--- src/rtl/snitch_addr_split_pkg.sv ---
// Request/response payload types shared by the address-split slice.
package snitch_addr_split_pkg;

  typedef struct packed {
    logic [31:0] addr;
    logic [31:0] data;
    logic        write;
    logic [3:0]  strb;
  } dreq_t;

  typedef struct packed {
    logic [31:0] data;
    logic        error;
  } dresp_t;

endpackage

--- src/rtl/fifo_v3.sv ---
// Synchronous FIFO used as the in-order response tracker; push on full and pop on empty are ignored.
module fifo_v3 #(
  parameter int unsigned DATA_WIDTH = 32,
  parameter int unsigned DEPTH      = 8,
  localparam int unsigned AddrW     = (DEPTH > 1) ? $clog2(DEPTH) : 1
) (
  input  logic                  clk_i,
  input  logic                  rst_ni,
  input  logic                  push_i,
  input  logic [DATA_WIDTH-1:0] data_i,
  input  logic                  pop_i,
  output logic [DATA_WIDTH-1:0] data_o,
  output logic                  full_o,
  output logic                  empty_o
);

  logic [DATA_WIDTH-1:0] mem_q [DEPTH];
  logic [AddrW-1:0]      wptr_q, wptr_d, rptr_q, rptr_d;
  logic [AddrW:0]        cnt_q, cnt_d;
  logic                  do_push, do_pop;

  assign full_o  = (cnt_q == (AddrW+1)'(DEPTH));
  assign empty_o = (cnt_q == '0);
  assign data_o  = mem_q[rptr_q];
  assign do_push = push_i & ~full_o;
  assign do_pop  = pop_i & ~empty_o;

  always_comb begin
    wptr_d = wptr_q;
    rptr_d = rptr_q;
    cnt_d  = cnt_q;
    if (do_push) wptr_d = (wptr_q == AddrW'(DEPTH-1)) ? '0 : wptr_q + 1'b1;
    if (do_pop)  rptr_d = (rptr_q == AddrW'(DEPTH-1)) ? '0 : rptr_q + 1'b1;
    if (do_push && !do_pop)      cnt_d = cnt_q + 1'b1;
    else if (!do_push && do_pop) cnt_d = cnt_q - 1'b1;
  end

  always_ff @(posedge clk_i or negedge rst_ni) begin
    if (!rst_ni) begin
      wptr_q <= '0;
      rptr_q <= '0;
      cnt_q  <= '0;
      for (int unsigned i = 0; i < DEPTH; i++) mem_q[i] <= '0;
    end else begin
      wptr_q <= wptr_d;
      rptr_q <= rptr_d;
      cnt_q  <= cnt_d;
      if (do_push) mem_q[wptr_q] <= data_i;
    end
  end

endmodule

--- src/rtl/spill_register.sv ---
// Optional one-stage cut on a valid/ready channel; Bypass turns it into plain wires.
module spill_register #(
  parameter type T      = logic,
  parameter bit  Bypass = 1'b0
) (
  input  logic clk_i,
  input  logic rst_ni,
  input  logic valid_i,
  output logic ready_o,
  input  T     data_i,
  output logic valid_o,
  input  logic ready_i,
  output T     data_o
);

  if (Bypass) begin : gen_bypass
    logic unused_clk_rst;
    assign unused_clk_rst = clk_i ^ rst_ni;
    assign valid_o = valid_i;
    assign ready_o = ready_i;
    assign data_o  = data_i;
  end else begin : gen_reg
    logic valid_q, valid_d;
    T     data_q, data_d;

    // Accept whenever the stage is empty or is being drained this cycle.
    assign ready_o = ~valid_q | ready_i;
    assign valid_o = valid_q;
    assign data_o  = data_q;

    always_comb begin
      valid_d = valid_q;
      data_d  = data_q;
      if (ready_o) begin
        valid_d = valid_i;
        if (valid_i) data_d = data_i;
      end
    end

    always_ff @(posedge clk_i or negedge rst_ni) begin
      if (!rst_ni) begin
        valid_q <= 1'b0;
        data_q  <= '0;
      end else begin
        valid_q <= valid_d;
        data_q  <= data_d;
      end
    end
  end

endmodule

--- src/rtl/snitch_addr_split.sv ---
// Fans one request stream out to NrPorts targets by an external index and
// merges the responses back in strict request order (multi-beat aware).
module snitch_addr_split
  import snitch_addr_split_pkg::*;
#(
  parameter int unsigned        NrPorts     = 2,
  parameter type                req_t       = dreq_t,
  parameter type                resp_t      = dresp_t,
  parameter int unsigned        RespDepth   = 8,
  parameter logic [NrPorts-1:0] RegisterReq = '0,
  localparam int unsigned       LogNrPorts  = (NrPorts > 1) ? $clog2(NrPorts) : 1
) (
  input  logic                    clk_i,
  input  logic                    rst_ni,
  input  req_t                    req_payload_i,
  input  logic [LogNrPorts-1:0]   req_sel_i,
  input  logic                    req_valid_i,
  output logic                    req_ready_o,
  output resp_t                   resp_payload_o,
  output logic                    resp_last_o,
  output logic                    resp_valid_o,
  input  logic                    resp_ready_i,
  output req_t  [NrPorts-1:0]     req_payload_o,
  output logic  [NrPorts-1:0]     req_valid_o,
  input  logic  [NrPorts-1:0]     req_ready_i,
  input  resp_t [NrPorts-1:0]     resp_payload_i,
  input  logic  [NrPorts-1:0]     resp_last_i,
  input  logic  [NrPorts-1:0]     resp_valid_i,
  output logic  [NrPorts-1:0]     resp_ready_o
);

  logic                  full, empty, push, pop, sel_ok;
  logic [LogNrPorts-1:0] head;
  logic [NrPorts-1:0]    spill_valid, spill_ready;

  if ((1 << LogNrPorts) == NrPorts) begin : gen_sel_dense
    assign sel_ok = 1'b1;
  end else begin : gen_sel_sparse
    assign sel_ok = (32'(req_sel_i) < NrPorts);
  end

  // Valid is only steered, never raised while full, so no downstream retraction.
  always_comb begin
    spill_valid = '0;
    req_ready_o = 1'b0;
    if (sel_ok) begin
      spill_valid[req_sel_i] = req_valid_i & ~full;
      req_ready_o            = spill_ready[req_sel_i] & ~full;
    end
  end

  for (genvar i = 0; i < NrPorts; i++) begin : gen_port
    spill_register #(
      .T      (req_t),
      .Bypass (~RegisterReq[i])
    ) i_spill (
      .clk_i   (clk_i),
      .rst_ni  (rst_ni),
      .valid_i (spill_valid[i]),
      .ready_o (spill_ready[i]),
      .data_i  (req_payload_i),
      .valid_o (req_valid_o[i]),
      .ready_i (req_ready_i[i]),
      .data_o  (req_payload_o[i])
    );
  end

  always_comb begin
    resp_payload_o = resp_payload_i[head];
    resp_last_o    = resp_last_i[head];
    resp_valid_o   = 1'b0;
    resp_ready_o   = '0;
    if (!empty) begin
      resp_valid_o       = resp_valid_i[head];
      resp_ready_o[head] = resp_ready_i;
    end
  end

  assign push = req_valid_i & req_ready_o;
  assign pop  = resp_valid_o & resp_ready_i & resp_last_o;

  if (NrPorts > 1) begin : gen_order
    fifo_v3 #(
      .DATA_WIDTH (LogNrPorts),
      .DEPTH      (RespDepth)
    ) i_order_fifo (
      .clk_i   (clk_i),
      .rst_ni  (rst_ni),
      .push_i  (push),
      .data_i  (req_sel_i),
      .pop_i   (pop),
      .data_o  (head),
      .full_o  (full),
      .empty_o (empty)
    );
  end else begin : gen_single
    logic unused_handshake;
    assign unused_handshake = push ^ pop;
    assign head  = '0;
    assign full  = 1'b0;
    assign empty = 1'b0;
  end

  sel_in_range : assert property (@(posedge clk_i) disable iff (!rst_ni)
    req_valid_i |-> sel_ok);

endmodule

--- config.mk ---
export PLATFORM = sky130hd
export DESIGN_NAME = snitch_addr_split
export DESIGN_NICKNAME = d
export VERILOG_FILES = /design/src/rtl/snitch_addr_split_pkg.sv /design/src/rtl/fifo_v3.sv /design/src/rtl/spill_register.sv /design/src/rtl/snitch_addr_split.sv
export SDC_FILE = /design/constraint.sdc
export NUM_CORES = 1
export LEC_CHECK = 0
export ABC_AREA = 0
export BUFFER_PORTS_ARGS = -buffer_cell sky130_fd_sc_hd__buf_2
export CAP_MARGIN = 15
export CORE_AREA = 4 4 124 126
export DETAILED_ROUTE_END_ITERATION = 8
export DIE_AREA = 0 0 128 130
export GPL_TIMING_DRIVEN = 1
export PLACE_DENSITY_LB_ADDON = 0.05
export REMOVE_ABC_BUFFERS = 1
export SYNTH_ARGS = -nofsm -noshare
export SYNTH_HDL_FRONTEND = slang
export SYNTH_SLANG_ARGS = --single-unit
--- constraint.sdc ---
create_clock -name clk_i -period 4 [get_ports clk_i]
set_input_delay 0.2 -clock clk_i [delete_from_list [all_inputs] [get_ports clk_i]]
set_output_delay 0.2 -clock clk_i [all_outputs]
set_load 0.05 [all_outputs]
==> results.py <==
metrics = {
    "timing": {
        "timing.final.hold_violations": 0,
        "holdWs_ns": 0.401,
        "finalCritPeriodShare": 0.722,
        "finalWorstSetupSlack_ns": 1.11,
        "drv_slew": 0,
        "min_period_ns": 2.89,
        "final-setup-viol-count": 0,
        "max_slew.worst_pin.slew_ns": 0.741,
        "max_slew_margin": 0.500,
        "rsz0062_at_grt": "false",
        "fin_tns_setup_ns": 0,
        "skew_ns": 0.00366,
        "fmax_mhz": 346,
    },
    "routing": {
        "dr.max_layer_used": "met5",
        "remaining_drc_errors": 0,
        "vias_per_cell": 4.24,
        "num_vias": 1836,
        "route.met2.wl_mm": 8.25,
        "drt_iter0_drc": 74,
        "routed_wl_mm": 18.8,
        "dr.pass1.iters": 5,
        "routedLengthMet1_mm": 5.35,
        "wl_per_cell_um": 43.4,
        "met3WireLength_mm": 4.80,
        "postRouteAntennaNets": 0,
    },
    "pwr": {
        "switching_share": 0.586,
        "internal_power_mw": 1.10,
        "power_density_nw_per_um2": 1110,
        "power.share.combinational": 0.769,
        "p_leak_nw": 1.16,
        "power_mw": 2.65,
        "pwr-share-clk": 0.086,
        "ir_worst_vdd_v": 0.000416,
        "power.switching_mw": 1.55,
        "seq_power_share": 0.145,
    },
    "place": {
        "dpl.hpwl_mm": 16.9,
        "io_buffers": 116,
        "gp_congestion": 0.803,
        "postPlaceCellArea_sq_um": 2280,
        "pre_cts_ws_ns": 1.05,
    },
    "synthesis": {
        "synth-adder-area-share": 0.0419,
        "synth_xor_area_frac": 0.0102,
        "synthFlopType": "dfrtp_1",
        "synthesis.area_sq_um": 2570,
        "synth_top_area_share": 0.410,
        "async_flop_share": 1.00,
        "synth-edff-count": 0,
        "seq_area_frac_synth": 0.176,
        "synth_warnings": 0,
        "synth_top_family_by_area": "buffers and inverters",
        "synth_cell_types": 31,
        "synthTopCellsByArea": "buf_4 41%, mux2_2 20%, dfrtp_1 18%",
        "syn_avg_cell_area_sq_um": 9.40,
        "synth_simple_gate_area_share": 0.0673,
        "yosysTopAreaCell": "buf_4",
        "synth_compound_area_frac": 0.0190,
        "ys_ff_latch": 18,
        "synthMuxAreaShare": 0.247,
        "synthCells": 273,
    },
    "setup_path": {
        "required_ns": 4.18,
        "r2r_start": "gen_order.i_order_fifo.rptr_q[0]$_DFFE_PN0P_",
        "start_kind": "register",
        "critPathKind": "register to register",
        "reg2reg_depth": 10,
        "critPathSlowestCell": "mux4_1",
        "endpoint_kind": "register",
        "r2r_slack_ns": 1.11,
        "arrival_ns": 3.06,
        "worstPathCellList": "mux4_1 > mux2i_4 > mux2i_1 > ha_1 > inv_1 > ha_1 > a21o_1 > a21oi_1 > mux2i_1 > xnor2_1",
        "r2r-end": "gen_order.i_order_fifo.cnt_q[3]$_DFFE_PN0P_",
        "worstPathMaxFanout": 5,
        "cp-startpoint": "gen_order.i_order_fifo.rptr_q[0]$_DFFE_PN0P_",
        "slowest_delay_ns": 0.62,
        "endpoint": "gen_order.i_order_fifo.cnt_q[3]$_DFFE_PN0P_",
    },
    "cts": {
        "cts_tree": "done",
        "clk_latency_ns": 0.25,
        "clk_pin_slew_worst_paths_ns": 0.06,
        "clockRootBuffer": "clkbuf_16",
        "cts_max_level": 1,
        "cts.path.max_buffers": 2,
        "clock_sinks": 18,
        "post_cts_resized": 0,
        "cts_buffers": 3,
        "postCtsSetupBuffers": 0,
        "cts_hold_buf": 1,
    },
    "floorplan": {
        "initial_core_util": 0.179,
        "die_y_um": 130,
        "core_area_sq_um": 14300,
        "dieArea_sq_um": 16600,
        "fp.dieW_um": 128,
        "rows": 44,
        "io-pin-count": 324,
    },
    "run_status": {
        "status": "complete, no violations",
    },
    "min_path": {
        "hold_path_class": "input port to output port",
    },
    "global_routing": {
        "overflow": 0,
        "grt_max_degree": 38,
        "grt_pass1_wl_mm": 22.9,
        "antenna_found_initial": 1,
        "grt_pass1_vias": 1915,
        "grt.total_usage": 0.214,
    },
    "finish": {
        "nNetsFinal": 403,
        "areaGrowthSynthToFinish_pct": -7.36,
        "fin_area_sq_um": 2380,
        "mostFrequentLayoutCells": "116 x buf_2, 46 x mux2_2, 18 x dfrtp_1",
        "final_common_cell": "buf_2",
        "layout-drive-gt1-share": 0.685,
    },
    "job": {
        "maxCapViolations": 0,
    },
}
## synth_stat cells (2+ instances only)
cell type  instances
mux2i_1            4
nor2_1             8
a21o_1             2
inv_1              3
mux4_1             2
nand2_1            9
o21ai_0            2
ha_1               7
nor3_1             3
buf_6              3
dfrtp_1           18
nor4b_1            2
nand4b_1           2
a21oi_1            3
clkbuf_1           3
xnor2_1            3
buf_4            140
mux2_2            46
## layer usage
metal | vias to the layer above | track usage
li1 | 718 | -
met3 | 16 | 0.257
met5 | - | 0.0471
met2 | 289 | 0.325
met4 | 2 | 0.0387
met1 | 811 | 0.183
## registers in the layout (all words and copies together) (netlist names)
register,cells
gen_order.i_order_fifo.mem_q,8
gen_order.i_order_fifo.cnt_q,4
gen_order.i_order_fifo.wptr_q,3
gen_order.i_order_fifo.rptr_q,3
## worst max-delay path: cells and delay by family, from the launching register on
family | cells | cell delay (ns)
multiplexers | 4 | 1.34
XOR/XNOR | 1 | 0.13
buffers and inverters | 1 | 0.10
flip-flops | 1 | 0.45
adder cells (fa/ha/maj) | 2 | 0.48
AO/OA/AOI/OAI | 2 | 0.31
## final cells by class
| type | count | area [sq um] |
|---|---|---|
| sequential | 18 | 450 |
| tap | 184 | 230 |
| multi-input combinational | 104 | 988 |
| fill | 1653 | 11900 |
| antenna | 1 | 2.50 |
| timing repair buffer | 119 | 606 |
| inverter | 3 | 11.3 |
| clock buffer | 4 | 88.8 |
## power groups by stage
| stage | Sequential (mW) | Combinational (mW) | Clock [mW] |
|---|---|---|---|
| final | 0.383 | 2.04 | 0.228 |
| after global routing | 0.404 | 2.15 | 0.243 |
| after CTS | 0.389 | 2.07 | 0.236 |
| after detailed placement | 0.393 | 2.06 | 0 |
| after global placement | 0.391 | 2.08 | 0 |
| after floorplan | 0.351 | 1.60 | 0 |
## worst min path at each step
stage | start | end | slack (ns) | depth (start not counted)
2_1_floorplan | rst_ni | gen_order.i_order_fifo.cnt_q[0]$_DFFE_PN0P_ | -0.1 | 0
5_1_grt | req_payload_i[66] | req_payload_o[135] | 0.40 | 0
4_1_cts | req_payload_i[68] | req_payload_o[137] | 0.40 | 0
6_report | req_payload_i[44] | req_payload_o[113] | 0.40 | 0
3_5_place_dp | rst_ni | gen_order.i_order_fifo.wptr_q[0]$_DFFE_PN0P_ | 0.19 | 1
3_3_place_gp | rst_ni | gen_order.i_order_fifo.wptr_q[0]$_DFFE_PN0P_ | 0.19 | 1
## per-stage QoR
stage           util  instances
2_1_floorplan      -        125
4_1_cts        0.166        432
5_1_grt        0.166        432
3_5_place_dp   0.159        427
6_report       0.166        433
3_3_place_gp   0.159        427
## logic make-up (layout without fill, tap and decap cells)
| logic type | Yosys count | after routing |
|---|---|---|
| buf+inv | 151 | 126 |
| mux | 53 | 53 |
| simple gates | 32 | 32 |
| flops | 18 | 18 |
| fa+ha+maj | 8 | 8 |
| compound gates | 8 | 8 |
| xor+xnor | 3 | 3 |
| other cells | 0 | 1 |
Note: power is estimated with default switching activity, not from simulation.
